$ cat config.mk
export PLATFORM = sky130hd
export DESIGN_NAME = pdp11_fetch
export DESIGN_NICKNAME = d
export VERILOG_FILES = /design/src/rtl/pdp11_fetch_pkg.sv /design/src/rtl/fetch_buffer.sv /design/src/rtl/pdp11_fetch.sv
export SDC_FILE = /design/constraint.sdc
export NUM_CORES = 1
export LEC_CHECK = 0
export CAP_MARGIN = 20
export CORE_MARGIN = 2
export CORE_UTILIZATION = 54
export DETAILED_ROUTE_END_ITERATION = 8
export GPL_TIMING_DRIVEN = 0
export PLACE_DENSITY = 0.84
export SLEW_MARGIN = 20
export SYNTH_ARGS = -nofsm -noshare
export SYNTH_HDL_FRONTEND = slang
export SYNTH_SLANG_ARGS = --single-unit
export TNS_END_PERCENT = 30
$ cat constraint.sdc
create_clock -name clk -period 5.9 [get_ports clk]
set_clock_uncertainty 0.2 [all_clocks]
set_input_delay 1.18 -clock clk [delete_from_list [all_inputs] [get_ports clk]]
set_output_delay 1.18 -clock clk [all_outputs]
set_load 0.03 [all_outputs]
$ cat src/rtl/pdp11_fetch_pkg.sv
// rtl/pdp11_fetch_pkg.sv - shared types and constants for the PDP-11 instruction fetch unit
package pdp11_fetch_pkg;

  localparam int PC_W = 16;

  typedef enum logic [1:0] {
    FETCH   = 2'd0,
    WAIT    = 2'd1,
    DISCARD = 2'd2
  } fetch_state_t;

  typedef struct packed {
    logic [PC_W-1:0] word;
    logic [PC_W-1:0] pc;
  } fetch_entry_t;

endpackage

$ cat src/rtl/fetch_buffer.sv
// rtl/fetch_buffer.sv - prefetch FIFO of {word, pc} entries with flush; DEPTH must be a power of two
module fetch_buffer #(
  parameter int DEPTH = 2,
  parameter int W     = 32
) (
  input  logic                         clk,
  input  logic                         reset,
  input  logic                         flush,
  input  logic                         push,
  input  logic [W-1:0]                 push_data,
  input  logic                         pop,
  output logic [W-1:0]                 head_data,
  output logic                         full,
  output logic                         empty,
  output logic [$clog2(DEPTH+1)-1:0]   count
);

  localparam int AW = $clog2(DEPTH);
  localparam int CW = $clog2(DEPTH + 1);

  logic [W-1:0]  mem [DEPTH];
  logic [AW-1:0] rd_ptr;
  logic [AW-1:0] wr_ptr;
  logic [CW-1:0] cnt;

  always_ff @(posedge clk) begin
    if (push && !flush) begin
      mem[wr_ptr] <= push_data;
    end
  end

  // Pointers wrap naturally because DEPTH is a power of two.
  always_ff @(posedge clk) begin
    if (reset || flush) begin
      rd_ptr <= '0;
      wr_ptr <= '0;
      cnt    <= '0;
    end else begin
      if (push) wr_ptr <= wr_ptr + AW'(1);
      if (pop)  rd_ptr <= rd_ptr + AW'(1);
      case ({push, pop})
        2'b10:   cnt <= cnt + CW'(1);
        2'b01:   cnt <= cnt - CW'(1);
        default: cnt <= cnt;
      endcase
    end
  end

  assign head_data = mem[rd_ptr];
  assign full      = (cnt == CW'(DEPTH));
  assign empty     = (cnt == '0);
  assign count     = cnt;

endmodule

$ cat src/rtl/pdp11_fetch.sv
// rtl/pdp11_fetch.sv - PDP-11 instruction prefetch unit, one outstanding flash read, redirect flush
// Optional odd-redirect fault detection enabled by defining FETCH_ALIGN_CHECK_EN.
module pdp11_fetch
  import pdp11_fetch_pkg::*;
#(
  parameter logic [15:0] RESET_PC  = 16'o000000,
  parameter int          BUF_DEPTH = 2
) (
  input  logic        clk,
  input  logic        reset,
  output logic        mem_req,
  output logic [14:0] mem_addr,
  input  logic        mem_rvalid,
  input  logic [15:0] mem_rdata,
  input  logic        halt,
  input  logic        redirect_valid,
  input  logic [15:0] redirect_pc,
  output logic        instr_valid,
  input  logic        instr_ready,
  output logic [15:0] instr_word,
  output logic [15:0] instr_pc,
  output logic        fetch_fault
);

  localparam int CNT_W = $clog2(BUF_DEPTH + 1);

  fetch_state_t    state;
  fetch_state_t    state_nxt;
  logic [PC_W-1:0] pc;
  logic [PC_W-1:0] req_pc;
  logic [PC_W-1:0] redirect_target;
  logic            fault;
  logic            can_issue;
  logic            push;
  logic            pop;
  logic            buf_full;
  logic            buf_empty;
  logic [CNT_W-1:0] buf_count;
  fetch_entry_t    push_entry;
  fetch_entry_t    head_entry;

`ifdef FETCH_ALIGN_CHECK_EN
  assign redirect_target = redirect_pc;

  always_ff @(posedge clk) begin
    if (reset) begin
      fault <= 1'b0;
    end else if (redirect_valid) begin
      fault <= redirect_pc[0];
    end
  end
`else
  assign redirect_target = redirect_pc & {{(PC_W-1){1'b1}}, 1'b0};
  assign fault           = 1'b0;
`endif

  // A redirect cycle never issues: the PC is about to change underneath it.
  assign can_issue = !reset && !halt && !redirect_valid && !fault &&
                     (buf_count < CNT_W'(BUF_DEPTH));

  always_ff @(posedge clk) begin
    if (reset) begin
      state <= FETCH;
    end else begin
      state <= state_nxt;
    end
  end

  always_comb begin
    state_nxt = state;
    case (state)
      FETCH: begin
        if (can_issue) state_nxt = WAIT;
      end
      WAIT: begin
        if (redirect_valid) begin
          state_nxt = mem_rvalid ? FETCH : DISCARD;
        end else if (mem_rvalid) begin
          state_nxt = FETCH;
        end
      end
      DISCARD: begin
        if (mem_rvalid) state_nxt = FETCH;
      end
      default: state_nxt = FETCH;
    endcase
  end

  always_comb begin
    mem_req     = (state == FETCH) && can_issue;
    push        = (state == WAIT) && mem_rvalid && !redirect_valid && !buf_full;
    instr_valid = !buf_empty;
    pop         = !buf_empty && instr_ready;
    instr_word  = buf_empty ? '0 : head_entry.word;
    instr_pc    = buf_empty ? '0 : head_entry.pc;
  end

  always_ff @(posedge clk) begin
    if (reset) begin
      pc     <= RESET_PC;
      req_pc <= '0;
    end else begin
      if (redirect_valid) begin
        pc <= redirect_target;
      end else if (push) begin
        pc <= pc + PC_W'(2);
      end
      if (mem_req) req_pc <= pc;
    end
  end

  assign mem_addr        = pc[PC_W-1:1];
  assign fetch_fault     = fault;
  assign push_entry.word = mem_rdata;
  assign push_entry.pc   = req_pc;

  fetch_buffer #(
    .DEPTH (BUF_DEPTH),
    .W     ($bits(fetch_entry_t))
  ) u_buffer (
    .clk       (clk),
    .reset     (reset),
    .flush     (redirect_valid),
    .push      (push),
    .push_data (push_entry),
    .pop       (pop),
    .head_data (head_entry),
    .full      (buf_full),
    .empty     (buf_empty),
    .count     (buf_count)
  );

endmodule

# Word-level counts from Yosys, hierarchy flattened
# Memory sizes are Yosys's and may differ from the RTL's. A register that Yosys moved wholly into a read port is not among the register bits.
# Cells that the tools add are included.
# classes
add_sub_neg	5
mul	0
div	0
n_lt_le_gt_ge	1
eq_ne	6
shift	0
mux	14
bitwise	0
reduce_logical	20
# ops
operator	n
16-bit two-way mux	4
16-bit by 2-bit adder with 16-bit output, second input constant	1
1-bit logical AND	9
2-bit two-way mux	4
2-bit equality test, second input constant	3
2-bit one-hot mux with 3 select lines	1
1-bit zero test	5
2-bit by 1-bit equality test with 1-bit output, second input constant	2
2-bit zero test	2
1-bit two-way mux	4
2-bit one-hot mux with 2 select lines	1
2-bit nonzero test	2
1-bit adder, second input constant	2
2-bit by 1-bit adder with 2-bit output, second input constant	1
2-bit less-than comparator, second input constant	1
2-bit inequality test, second input constant	1
2-bit OR reduction	1
2-bit by 1-bit subtractor with 2-bit output, second input constant	1
1-bit logical OR	1
# word_totals
register_bits	38
latchBits	0
ramBits	64
romBits	0
inputBits	38
output_inout_bits	50
elab_cells	54
mem_count	1
# memory_table
memory	words	width	rd	rd_clocked_by_memory_dff	wr	line	rtl
u_buffer.mem	2	32	1	1	1	fetch_buffer.sv:21	logic [W-1:0] mem [DEPTH];

# Longest topological paths before layout
# Gate-level depths: netlist of the first run.
# logic_depth
ltp_word	7
depth_mapped	9
mapped_depth_nobuf	7

# Modules after synthesis
# Synthesis of the first run repeated with hierarchy kept, for this count alone.
# hier_totals
hier_cells	349
hier_area_um2	4300.4
# modules_own_cells
mod	instances	cells_each	area_per_inst_um2	seq_area_each_um2
fetch_buffer	1	122	2516.2	2021.9
pdp11_fetch	1	227	1784.2	640.6

# Least setup slack after synthesis of the first run
# No wires, ideal clock.
# synth_timing
path_type	in2reg
startpoint	input redirect_valid
endpoint	memory u_buffer.mem[0][10] (enable)
setup_ps	419
arrival_time_ps	3260
required_time_ps	5281
setup_slack_ps	2021
path_stages	6
n_path_buf	2
path_cell_list	buf_6 nand4bb_4 nor2_4 inv_2 buf_2 nor2_1
# synth_between
elab_chain_len	6
# synth_lines
element	line	rtl
from (decl)	pdp11_fetch.sv:16	input logic redirect_valid,
1-bit zero test *	fetch_buffer.sv:27, pdp11_fetch.sv:91	
1-bit logical AND (2 in series)	pdp11_fetch.sv:91	push = (state == WAIT) && mem_rvalid && !redirect_valid && !buf_full;
1-bit logical AND *	fetch_buffer.sv:27	if (push && !flush) begin
1-bit two-way mux *	fetch_buffer.sv:27	
1-bit two-way mux (not written as such) *	fetch_buffer.sv:28	mem[wr_ptr] <= push_data;
to (decl)	fetch_buffer.sv:21	
# Mark *: on every way between the ends. The rest lies on a longest branch, timed or not.

# Worst setup path in the final report of the first run
# layout_timing
startpoint	input reset
endpoint	output mem_req
# layout_between
elab_chain_len	5
# layout_lines
element	line	rtl
from (decl)	pdp11_fetch.sv:10	input logic reset,
1-bit zero test	pdp11_fetch.sv:58	assign can_issue = !reset && !halt && !redirect_valid && !fault &&
1-bit logical AND (3 in series)	pdp11_fetch.sv:58	
1-bit logical AND	pdp11_fetch.sv:90	mem_req = (state == FETCH) && can_issue;
to (decl)	pdp11_fetch.sv:11	output logic mem_req,
# No other way between the ends.

==> results of run 1 <==
==> area by class of cell <==
| class | instances | share of cell area, % |
|---|---|---|
| buffer | 20 | 1.87 |
| tap | 99 | 2.37 |
| inverter | 8 | 0.575 |
| sequential | 99 | 49.8 |
| multi-input combinational | 198 | 25.3 |
| clock inverter | 7 | 1.27 |
| timing repair buffer | 84 | 16.4 |
| clock buffer | 9 | 2.37 |
==> how the worst max path moves through the flow <==
| stage | start | end | slack, ps | cells past startpoint |
|---|---|---|---|---|
| 2_1_floorplan | redirect_valid | u_buffer.mem[0][10] | 2020 | 6 |
| 3_3_place_gp | mem_rvalid | u_buffer.mem[0][16] | 920 | 6 |
| 3_5_place_dp | reset | mem_req | 1110 | 8 |
| 4_1_cts | reset | mem_req | 1070 | 8 |
| 5_1_grt | reset | mem_req | 980 | 8 |
| 6_report | reset | mem_req | 1080 | 8 |
==> sequential cells by signal (all words and copies together), names as in the netlist, named ones only <==
register and cells:
state 2, u_buffer.count 2, pc 15, u_buffer.rd_ptr 1, u_buffer.wr_ptr 1, req_pc 15
u_buffer.mem 62
==> placed cells by master, fill, tap and decap left out, drive strengths merged, types with 3 or more instances in the layout <==
cell type	count
o21ai	4
dfxtp	37
xnor2	3
nor3	6
a21oi	5
o211ai	3
or3	3
nand2	12
buf	11
o311ai	3
clkinv	4
nor2	57
a31oi	11
nand3	6
or4	5
a22oi	3
edfxtp	62
mux2i	47
clkbuf	19
inv	9
clkdlybuf4s50	83
and2	5
==> power by group <==
group	internal, mW	total [mW]	leakage, nW	switching (mW)
clock network	0.194	0.416	0.0923	0.222
logic	0.0507	0.101	0.839	0.0502
registers	0.743	0.755	0.822	0.0124
==> stage by stage <==
stage | setup slack (ps) | hold WS (ps)
final | 1080 | 253
after CTS | 1070 | 261
after floorplan | 2020 | 225
after global placement | 921 | 237
after detailed placement | 1110 | 245
after global routing | 978 | 275
==> cell families after synthesis <==
logic type | after synthesis | share of synthesized area (%)
adders and majority gates | 2 | 0.619
buffers and inverters | 28 | 3.16
and+or+nand+nor | 106 | 12.8
muxes | 48 | 11.9
AOI/OAI and AO/OA | 36 | 6.10
DFF | 99 | 64.4
xor gates and xnor gates | 4 | 0.867
other | 1 | 0.0928
==> routing by layer <==
metal	global-route usage (%)	share of wire, %	vias up
li1	-	-	1371
met1	27.7	44	1366
met2	33.9	48	106
met4	8.46	1.7	0
met5	0	0	-
met3	3.01	5.6	15
==> summary by stage, run 1 <==
Clock network
The clock network latency to the later pin of the worst-skew pair is 360 ps. The number of buffers created by CTS is 9. Buffers inserted to repair hold after CTS numbered 0. The clock slew seen by the registers of the worst setup and hold paths is 100 ps.

The buffers inserted during post-CTS setup optimization is 0. TritonCTS built the clock tree. Counting every sink on the clock net gives 99.

In this run the deepest clock path goes through 2 buffers. The cell at the root of the clock tree is clkbuf_8. The total of cells resized after clock tree synthesis is 0.

The count of H-tree levels built during CTS is 3.

Logic synthesis
Ranked by total cell area, the synthesized netlist is headed by edfxtp_1 (46%), dfxtp_1 (18%), mux2i_1 (12%). The prevailing post-synth register cell is edfxtp_1. In this run, synthesis produced a sequential element count of 99. The number of distinct library cell variants in the gate-level netlist after synthesis is 45. Counting flops with an async set or reset pin after synthesis yields a share of 0%. After synthesis, the most frequently instantiated cells are edfxtp_1 (62), nor2_1 (56), mux2i_1 (47). The number of instances in the synthesized netlist is 324. A synthesized cell averages 12.5 um^2.

Of the synthesized area, sequential elements account for 64.4%. The count of flip-flops with a built-in enable after synthesis is 62. The synthesized design spends more area on one cell type than any other, namely edfxtp_1. The synthesized area is 4040 um^2. The Yosys step of the flow raised 0 warnings. Yosys instantiated no cell more often than edfxtp_1. The synthesized design devotes to its leading area cell type 46.1% of total area.

Placed design
The congestion estimate from routability-driven global placement came to 0.893. The number of buffers added on ports is 83. Including well taps, the total number of placed cells is 508.

The placed instance area is 5030 um^2. Summed over all nets, the half-perimeter wirelength after detailed placement is 5870 um.

GRT
The number of global-route vias before repair was 2,747. In the global route stage, overall resource usage came out at 20.6%. The largest net degree at the start of global routing is 32.

The number of antenna violations at the first check in global routing is 0. The global-route congestion overflow total is 0. The wire length of the first global-routing pass is 13,500 um.

Setup path
The register-to-register setup slack is 3420 ps. The highest fanout seen on the critical path is 10. The number of cells on the worst reg-to-reg path is 7. The kind of cell adding the most delay to the critical path is buffers and inverters. At the worst endpoint, the arrival time is 3440 ps.

The critical path class is in2out. The capture instance of the worst register-to-register path is u_buffer.count[1]. The critical path contains buffers and inverters numbering 6 combined. Among all stages on the critical path, the largest delay is contributed by clkdlybuf4s50_1. The signal on the critical path passes through clkdlybuf4s50_1 -> or2_1 -> clkbuf_1 -> nand2b_1 -> buf_2 -> buf_4 -> inv_1 -> clkdlybuf4s50_1. The required time at the worst-slack endpoint is 4520 ps. The worst setup path is captured at a primary output. By instance count, the cell type seen most on the critical path is clkdlybuf4s50_1. The startpoint identified for the worst register-to-register timing path is u_buffer.count[1]. STA classifies the critical path startpoint as an input port. In this design, the stage delay of the slowest critical-path cell is 590 ps.

Floorplan
The floorplan step defined a die boundary enclosing 8190 um^2. The die boundary height is 90.5 um. For this design the top-level I/O count stands at 88.

For this configuration, the core starts out at a cell density of 55.7%. In this run the horizontal extent of the chip is 90.5 um. The core outline area is 7250 um^2.

The floorplan has 31 rows.

Route
In the routed design, unresolved DRC markers number 0. The remaining antenna violation count after routing is 0. The detailed router placed 2,858 vias in this run. The first routing iteration left 146 violations.

The number of iterations in the first detailed-routing pass is 4. The wire length per cell after detailed routing is 15.7 um. The post-detailed-route via-to-cell ratio is 5.45.

Wires add up to 8230 um.

Timing
The max-slew violation count was 0. The final count of hold timing violations is 0. The final setup TNS is 0 ps. The period utilization is 81.8%. Measured against its own limit, the worst slew margin works out to 50.6%. Setup violations remaining at the end of the flow were counted as 0. Static timing analysis puts the maximum clock frequency at 207 MHz. Setup repair after global routing left no endpoint under its margin.

The smallest clock period supported by the final layout is computed as 4820 ps. For the pin with the worst max-slew slack, the measured transition is 741 ps.

Finish
In the final layout, the share of cells above drive strength 1 is 6.35%. The register area is 2600 um^2. The multi-input combinational cells in the finished layout cover a total of 1320 um^2.

After filler insertion, the fill cell instance count of the layout stands at 520. Compared with the post-synthesis result, the final layout area differs by 29.3%. The final cell utilization of the core is 72.0%. 0 antenna diodes ended up in the layout. The final-stage net count is 460.

The non-filler instance count after layout is 524. The total non-filler cell area in the finished layout is 5230 um^2.

Pwr
The worst vdd rail ir drop is 0.134 mV. The analysis attributes to cell leakage a power of 1.75 nW. The power density over cell area is 243 nW/um^2. The overall power is 1.27 mW.

Worst hold path
The startpoint identified for the worst hold timing path is req_pc[12]. In this run the worst hold path is classified as reg2reg. The worst hold path was traced through 0 stages. The path with the worst hold slack has its endpoint at u_buffer.mem[0][12].

Run status
The run finished with clean final reports.

Flow run
The max capacitance violation total is 0.
Power figures use the tool's default switching activity.
==> run 2: changes to the inputs <==
Settings changed: CORE_UTILIZATION 54 to 50, PLACE_DENSITY 0.84 to 0.79.
Clock period 5.9 ns to 4.85 ns, I/O delays scaled along.
==> run 2 against run 1 <==
Routed wire length is 2.7% lower; critical path type unchanged; global-route usage decreased by 1.7 points; utilization is 5.0 points lower; setup slack lost 590 ps.
==> summary by stage, run 2 (synthesized netlist as in run 1, its figures left out) <==
Route
The total number of vias is 2,811 (-1.6%). The remaining antenna violation count after routing is 0 (unchanged). The post-detailed-route via-to-cell ratio is 5.33 (-2.2%). The count of routing violations after the opening detailed-route iteration was 122 (-16%). The detailed-route DRC error count is 0 (unchanged). The wire length per cell after detailed routing came to 15.2 um (-3.2%). The number of iterations in the first detailed-routing pass is 4 (unchanged).

The wire length after detailed routing was 8010 um (-2.7%).

Timing
The final setup TNS was 0 ps (unchanged). The worst slew margin relative to its limit is 50.8% (+0.25 points). The worst slack on hold paths is 267 ps (+14.4 ps).

The period utilization is 90.0%. The max-slew violation count is 0 (unchanged). The number of endpoints failing setup at the final stage is 0 (unchanged). Setup repair after global routing left no endpoint under its margin. Timing would allow up to 229 MHz. The post-route minimum period is 4360 ps. The slew at the pin closest to its max-slew limit came to 738 ps (-3.76 ps).

The final count of hold timing violations is 0 (unchanged).

GRT
The wire length of the first global-routing pass is 12,900 um (-4.8%). The total global routing track utilization is 18.9% (-1.7 points). The number of global-route vias before repair came to 2,688 (-2.1%).

The number of antenna violations at the first check in global routing came to 0 (unchanged). The largest net degree at the start of global routing is 32 (unchanged). The global-route congestion overflow total came to 0 (unchanged).

Placed design
The number of buffers added on ports is 83 (unchanged). The half-perimeter wire length of the detailed placement result is 5750 um (-1.9%). The final RePlAce weighted congestion is 0.875 (-2.0%).

Setup path
The required time at the worst-slack endpoint was 3680 ps (-840 ps). STA classifies the critical path startpoint as an input port. The highest fanout seen on the critical path came to 10 (unchanged). The arrival time of the worst setup path is 3190 ps (-250 ps). In this design, the critical path's most frequently occurring cell is clkdlybuf4s50_1. The critical path class is in2out. Traced cell by cell, the critical path runs through clkdlybuf4s50_1 -> or2_1 -> clkbuf_1 -> nand2b_1 -> buf_2 -> buf_4 -> inv_1 -> clkdlybuf4s50_1. STA classifies the critical path endpoint as a primary output. The peak per-stage delay on the critical path was 590 ps (about the same).

The kind of cell adding the most delay to the critical path is buffers and inverters. The count of buffering cells on the critical path with inverters included is 6 (unchanged). The highest-delay cell along the critical path is clkdlybuf4s50_1.

Clock network
The count of H-tree levels built during CTS came to 3 (unchanged). The clock slew seen by the registers of the worst setup and hold paths is 80 ps (-20 ps). The maximum clock path buffer count is 2 (unchanged). The cell at the root of the clock tree is clkbuf_8. The number of buffers added to fix hold violations after cts is 0 (unchanged). The number of buffers created by CTS came to 9 (unchanged). The clock network latency to the later pin of the worst-skew pair is 350 ps (about the same). The count of clock tree sinks is 99 (unchanged). The total of cells resized after clock tree synthesis came to 0 (unchanged). TritonCTS built the clock tree. The buffers inserted during post-CTS setup optimization came to 0 (unchanged).

Pwr
The switching power summed over all nets is 343 uW (+21%). The net switching fraction of the power is 23.0% (+0.60 points). The combinational share of power is 8.2% (+0.3 points). The overall power was 1.50 mW (+18%).

The internal cell power is 1.15 mW (+17%). The worst vdd rail ir drop is 0.120 mV (-10%). The portion of total power attributed to the clock network is 30.4% (-2.3 points).

The power density over cell area was 287 nW/um^2 (+18%). The leakage power is 1.74 nW (-0.48%). The power share of the sequential group is 61.4% (+2.0 points).

Finish
In the layout the commonest cells are clkdlybuf4s50_1 (83), edfxtp_1 (62), nor2_1 (55). The number of fill cells is 607 (+17%). The flip-flop count of the largest register after layout came to 62 (unchanged).

The largest registers in the layout are u_buffer.mem (62), pc (15), req_pc (15). The share of cells above drive strength 1 is 6.59% (+0.24 points). From synthesis to final layout, the design area changed by 28.9%.

The final-stage net count was 460 (unchanged). The number of inserted diodes is 0 (unchanged). The register with the most flip-flops is u_buffer.mem. Leaving out fill and tap cells, the most frequent cell in the layout is clkdlybuf4s50_1.

Floorplan
The die boundary height is 93.9 um (+3.8%). The placement row count is 32 (+3.2%). The core outline area is 7770 um^2 (+7.1%). The number of top-level pins is 88 (unchanged).

The overall die width is 93.9 um (+3.8%). The die footprint was 8820 um^2 (+7.6%). The starting density of the core is 52.0% (-3.7 points).

Flow run
The max capacitance violation total is 0 (unchanged).

Run status
The run finished with clean final reports.

Worst hold path
The path class of the lowest-slack min-delay path is reg2reg.
-- run 2: cell type report --
| cell class | count | area [um^2] | area share, % |
|---|---|---|---|
| Tap cell | 102 | 128 | 2.45 |
| Timing Repair Buffer | 84 | 858 | 16.5 |
| Inverter | 8 | 30.0 | 0.577 |
| Clock buffer | 10 | 128 | 2.45 |
| Sequential cell | 99 | 2600 | 50.0 |
| Multi-Input combinational cell | 198 | 1320 | 25.4 |
| Clock inverter | 6 | 42.5 | 0.817 |
| Buffer | 20 | 97.6 | 1.87 |
-- run 2: per-stage QoR --
| stage | setup WS [ps] | instances | area, um^2 | utilization [%] |
|---|---|---|---|---|
| 3_3_place_gp | 24.6 | 510 | 5000 | 64.4 |
| 4_1_cts | 482 | 527 | 5210 | 67.1 |
| 2_1_floorplan | 1180 | 325 | 4040 | - |
| 3_5_place_dp | 489 | 511 | 5040 | 64.9 |
| 5_1_grt | 385 | 527 | 5210 | 67.1 |
| 6_report | 485 | 527 | 5210 | 67.1 |
-- run 2: metal layers --
layer / GRT usage (%) / up-vias / wire, um
met2: 31.0 / 94 / 3790
met4: 7.13 / 0 / 75
met5: 0 / - / 0
met3: 3.77 / 8 / 520
met1: 25.1 / 1335 / 3620
li1: - / 1374 / -
-- run 2: worst paths after layout --
check             slack (ps)               from                  end  cells after the start
setup / recovery         490              reset              mem_req                      8
hold / removal           270         req_pc[11]  u_buffer.mem[0][11]                      0
setup reg to reg        2350  u_buffer.count[1]    u_buffer.count[1]                      7
hold reg to reg          270         req_pc[11]  u_buffer.mem[0][11]                      0
-- run 2: power by group through the flow --
stage                     clock [mW]  combinational, mW  sequential [mW]
after floorplan                    0             0.0471            0.948
after global placement             0              0.118            0.937
after detailed placement           0              0.122            0.938
after CTS                      0.462              0.123            0.919
after global routing           0.496              0.130            0.921
final                          0.454              0.122            0.919
==> run 3: changes to the inputs <==
Settings changed: RECOVER_POWER set to 25.
==> run 3 against run 2 <==
Clock-buffer cell count stayed put; largest cell class unchanged; critical path depth stayed put; largest power group unchanged; register-to-register slack hardly changed; sequential power barely moved; first-iteration DRC count did not move; critical endpoint unchanged; cell count did not move; final area is the same.
==> summary by stage, run 3 (synthesized netlist as in run 1, its figures left out) <==
Setup path
The arrival time of the worst setup path is 3190 ps (about the same). The count of buffering cells on the critical path with inverters included came to 6 (unchanged). The endpoint identified for the worst register-to-register timing path is u_buffer.count[1]. Among all stages on the critical path, the largest delay is contributed by clkdlybuf4s50_1. The depth of the most critical reg-to-reg path is 7 (unchanged). The required time at the worst-slack endpoint came to 3680 ps (about the same). The peak per-stage delay on the critical path is 590 ps (about the same). In this run the critical register-to-register path is launched from u_buffer.count[1].

The sort of element at the end of the critical path is a primary output. The critical path goes through clkdlybuf4s50_1 -> or2_1 -> clkbuf_1 -> nand2b_1 -> buf_2 -> buf_4 -> inv_1 -> clkdlybuf4s50_1. The worst setup path is launched from an input port. The critical path is of the in2out type. The register-to-register setup slack is 2350 ps (about the same). The cell type with the highest occurrence count on the critical path is clkdlybuf4s50_1. The highest fanout seen on the critical path is 10 (unchanged).

Among cell families on the critical path, the largest total delay comes from buffers and inverters.

Finish
The library cell used most frequently in the layout, excluding fill and tap cells, is clkdlybuf4s50_1. The final cell utilization of the core came to 67.1% (unchanged). The share of cells above drive strength 1 is 6.59% (unchanged). In the final layout, the registers with the most flip-flops are u_buffer.mem (62), pc (15), req_pc (15). The non-filler instance count after layout was 527 (unchanged). The total non-filler cell area in the finished layout came to 5210 um^2 (unchanged). Counting flops per register, the top entry is u_buffer.mem. The layout-stage area growth over the synthesis result is 28.9% (unchanged).

The number of fill cells is 607 (unchanged). The number of inserted diodes is 0 (unchanged). In the layout the commonest cells are clkdlybuf4s50_1 (71), edfxtp_1 (62), nor2_1 (55). The final-stage net count is 460 (unchanged). The flip-flop count of the largest register after layout is 62 (unchanged).

Clock network
The clock network latency to the later pin of the worst-skew pair is 350 ps (about the same). The count of H-tree levels built during CTS is 3 (unchanged). The clock slew seen by the registers of the worst setup and hold paths is 80 ps (about the same). The clock tree from TritonCTS is built. The number of buffers added to fix hold violations after cts is 0 (unchanged). The buffers inserted during post-CTS setup optimization is 0 (unchanged).

The count of clock tree sinks came to 99 (unchanged). The maximum clock path buffer count is 2 (unchanged). The cell at the root of the clock tree is clkbuf_8. The total of cells resized after clock tree synthesis is 0 (unchanged). The number of buffers created by CTS is 9 (unchanged).

Pwr
The worst vdd rail ir drop is 0.120 mV (about the same). The leakage power is 1.75 nW (+0.18%). The power density over cell area is 287 nW/um^2 (-0.14%).

Route
The detailed-route DRC error count is 0 (unchanged). The number of iterations in the first detailed-routing pass came to 4 (unchanged). The wire length per cell after detailed routing is 15.2 um (about the same). The total number of vias is 2,811 (unchanged). The remaining antenna violation count after routing came to 0 (unchanged). The post-detailed-route via-to-cell ratio is 5.33 (unchanged).

The wire length after detailed routing is 8000 um (about the same). The count of routing violations after the opening detailed-route iteration is 122 (unchanged).

Worst hold path
The worst hold path cell count was 0 (unchanged). The path class of the lowest-slack min-delay path is reg2reg. The worst min-delay path startpoint is req_pc[11].

For hold timing, the worst endpoint is u_buffer.mem[0][11].

GRT
The number of antenna violations at the first check in global routing was 0 (unchanged). The wire length of the first global-routing pass is 12,900 um (unchanged). The global-route congestion overflow total came to 0 (unchanged).

The total global routing track utilization is 18.9% (unchanged). The largest net degree at the start of global routing is 32 (unchanged). The number of global-route vias before repair is 2,688 (unchanged).

Floorplan
The core outline area is 7770 um^2 (unchanged). The starting density of the core was 52.0% (unchanged). The placement row count is 32 (unchanged).

The die footprint is 8820 um^2 (unchanged). The overall die width is 93.9 um (unchanged). The die boundary height is 93.9 um (unchanged).

The number of top-level pins is 88 (unchanged).

Timing
The number of endpoints failing setup at the final stage came to 0 (unchanged). The fmax is 229 MHz (unchanged). The slew at the pin closest to its max-slew limit is 738 ps (+0.167 ps). Setup repair after global routing left no endpoint under its margin. The post-route minimum period was 4360 ps (unchanged).

The worst slack on hold paths is 267 ps (unchanged). The period utilization is 90.0% (unchanged). The final count of hold timing violations is 0 (unchanged). The max-slew violation count is 0 (unchanged). The worst slew margin relative to its limit is 50.8% (about the same). The final setup TNS is 0 ps (unchanged).

Flow run
The max capacitance violation total was 0 (unchanged).

Placed design
The placed instance area is 5040 um^2 (unchanged). The half-perimeter wire length of the detailed placement result is 5750 um (unchanged). The final RePlAce weighted congestion came to 0.875 (unchanged).

The number of buffers added on ports came to 83 (unchanged). The number of placed instances, taps included was 511 (unchanged).

Run status
The run finished with clean final reports.
## run 3: layout make-up
class	instances	area [um^2]	share of cell area [%]
sequential	99	2600	50.0
multi-input combinational	198	1320	25.4
timing repair buffer	84	858	16.5
clock buffer	10	128	2.45
tap	102	128	2.45
buffer	20	97.6	1.87
clock inverter	6	42.5	0.817
inverter	8	30.0	0.577
## run 3: where the power goes
part | internal (mW) | switching [mW]
Combinational | 0.0598 | 0.0605
Sequential | 0.904 | 0.0152
Clock | 0.187 | 0.268
Total | 1.15 | 0.343
## run 3: how the worst max path moves through the flow
stage | from | to | slack, ps | depth (start not counted)
5_1_grt | reset | mem_req | 390 | 8
3_5_place_dp | reset | mem_req | 490 | 8
2_1_floorplan | redirect_valid | u_buffer.mem[0][10] | 1180 | 6
3_3_place_gp | mem_rvalid | u_buffer.mem[0][22] | 20 | 6
6_report | reset | mem_req | 490 | 8
4_1_cts | reset | mem_req | 480 | 8
## run 3: through the flow
| stage | worst slack, ps | total power, mW |
|---|---|---|
| after floorplan | 1180 | 0.995 |
| after global placement | 24.6 | 1.06 |
| after detailed placement | 489 | 1.06 |
| after CTS | 482 | 1.50 |
| after global routing | 385 | 1.55 |
| final | 485 | 1.49 |
## run 3: layer usage
metal	wire, um	track usage, %
met1	3610	25.1
met3	519	3.77
met4	75	7.13
met2	3790	31.0
met5	0	0
## run 3: worst register-to-register path: stages (launching register included)
cell and delay (ps):
dfxtp_1 410, nor2b_1 520, nor2_4 80, inv_2 130
buf_2 290, ha_1 320, or3_1 350, a21oi_1 140
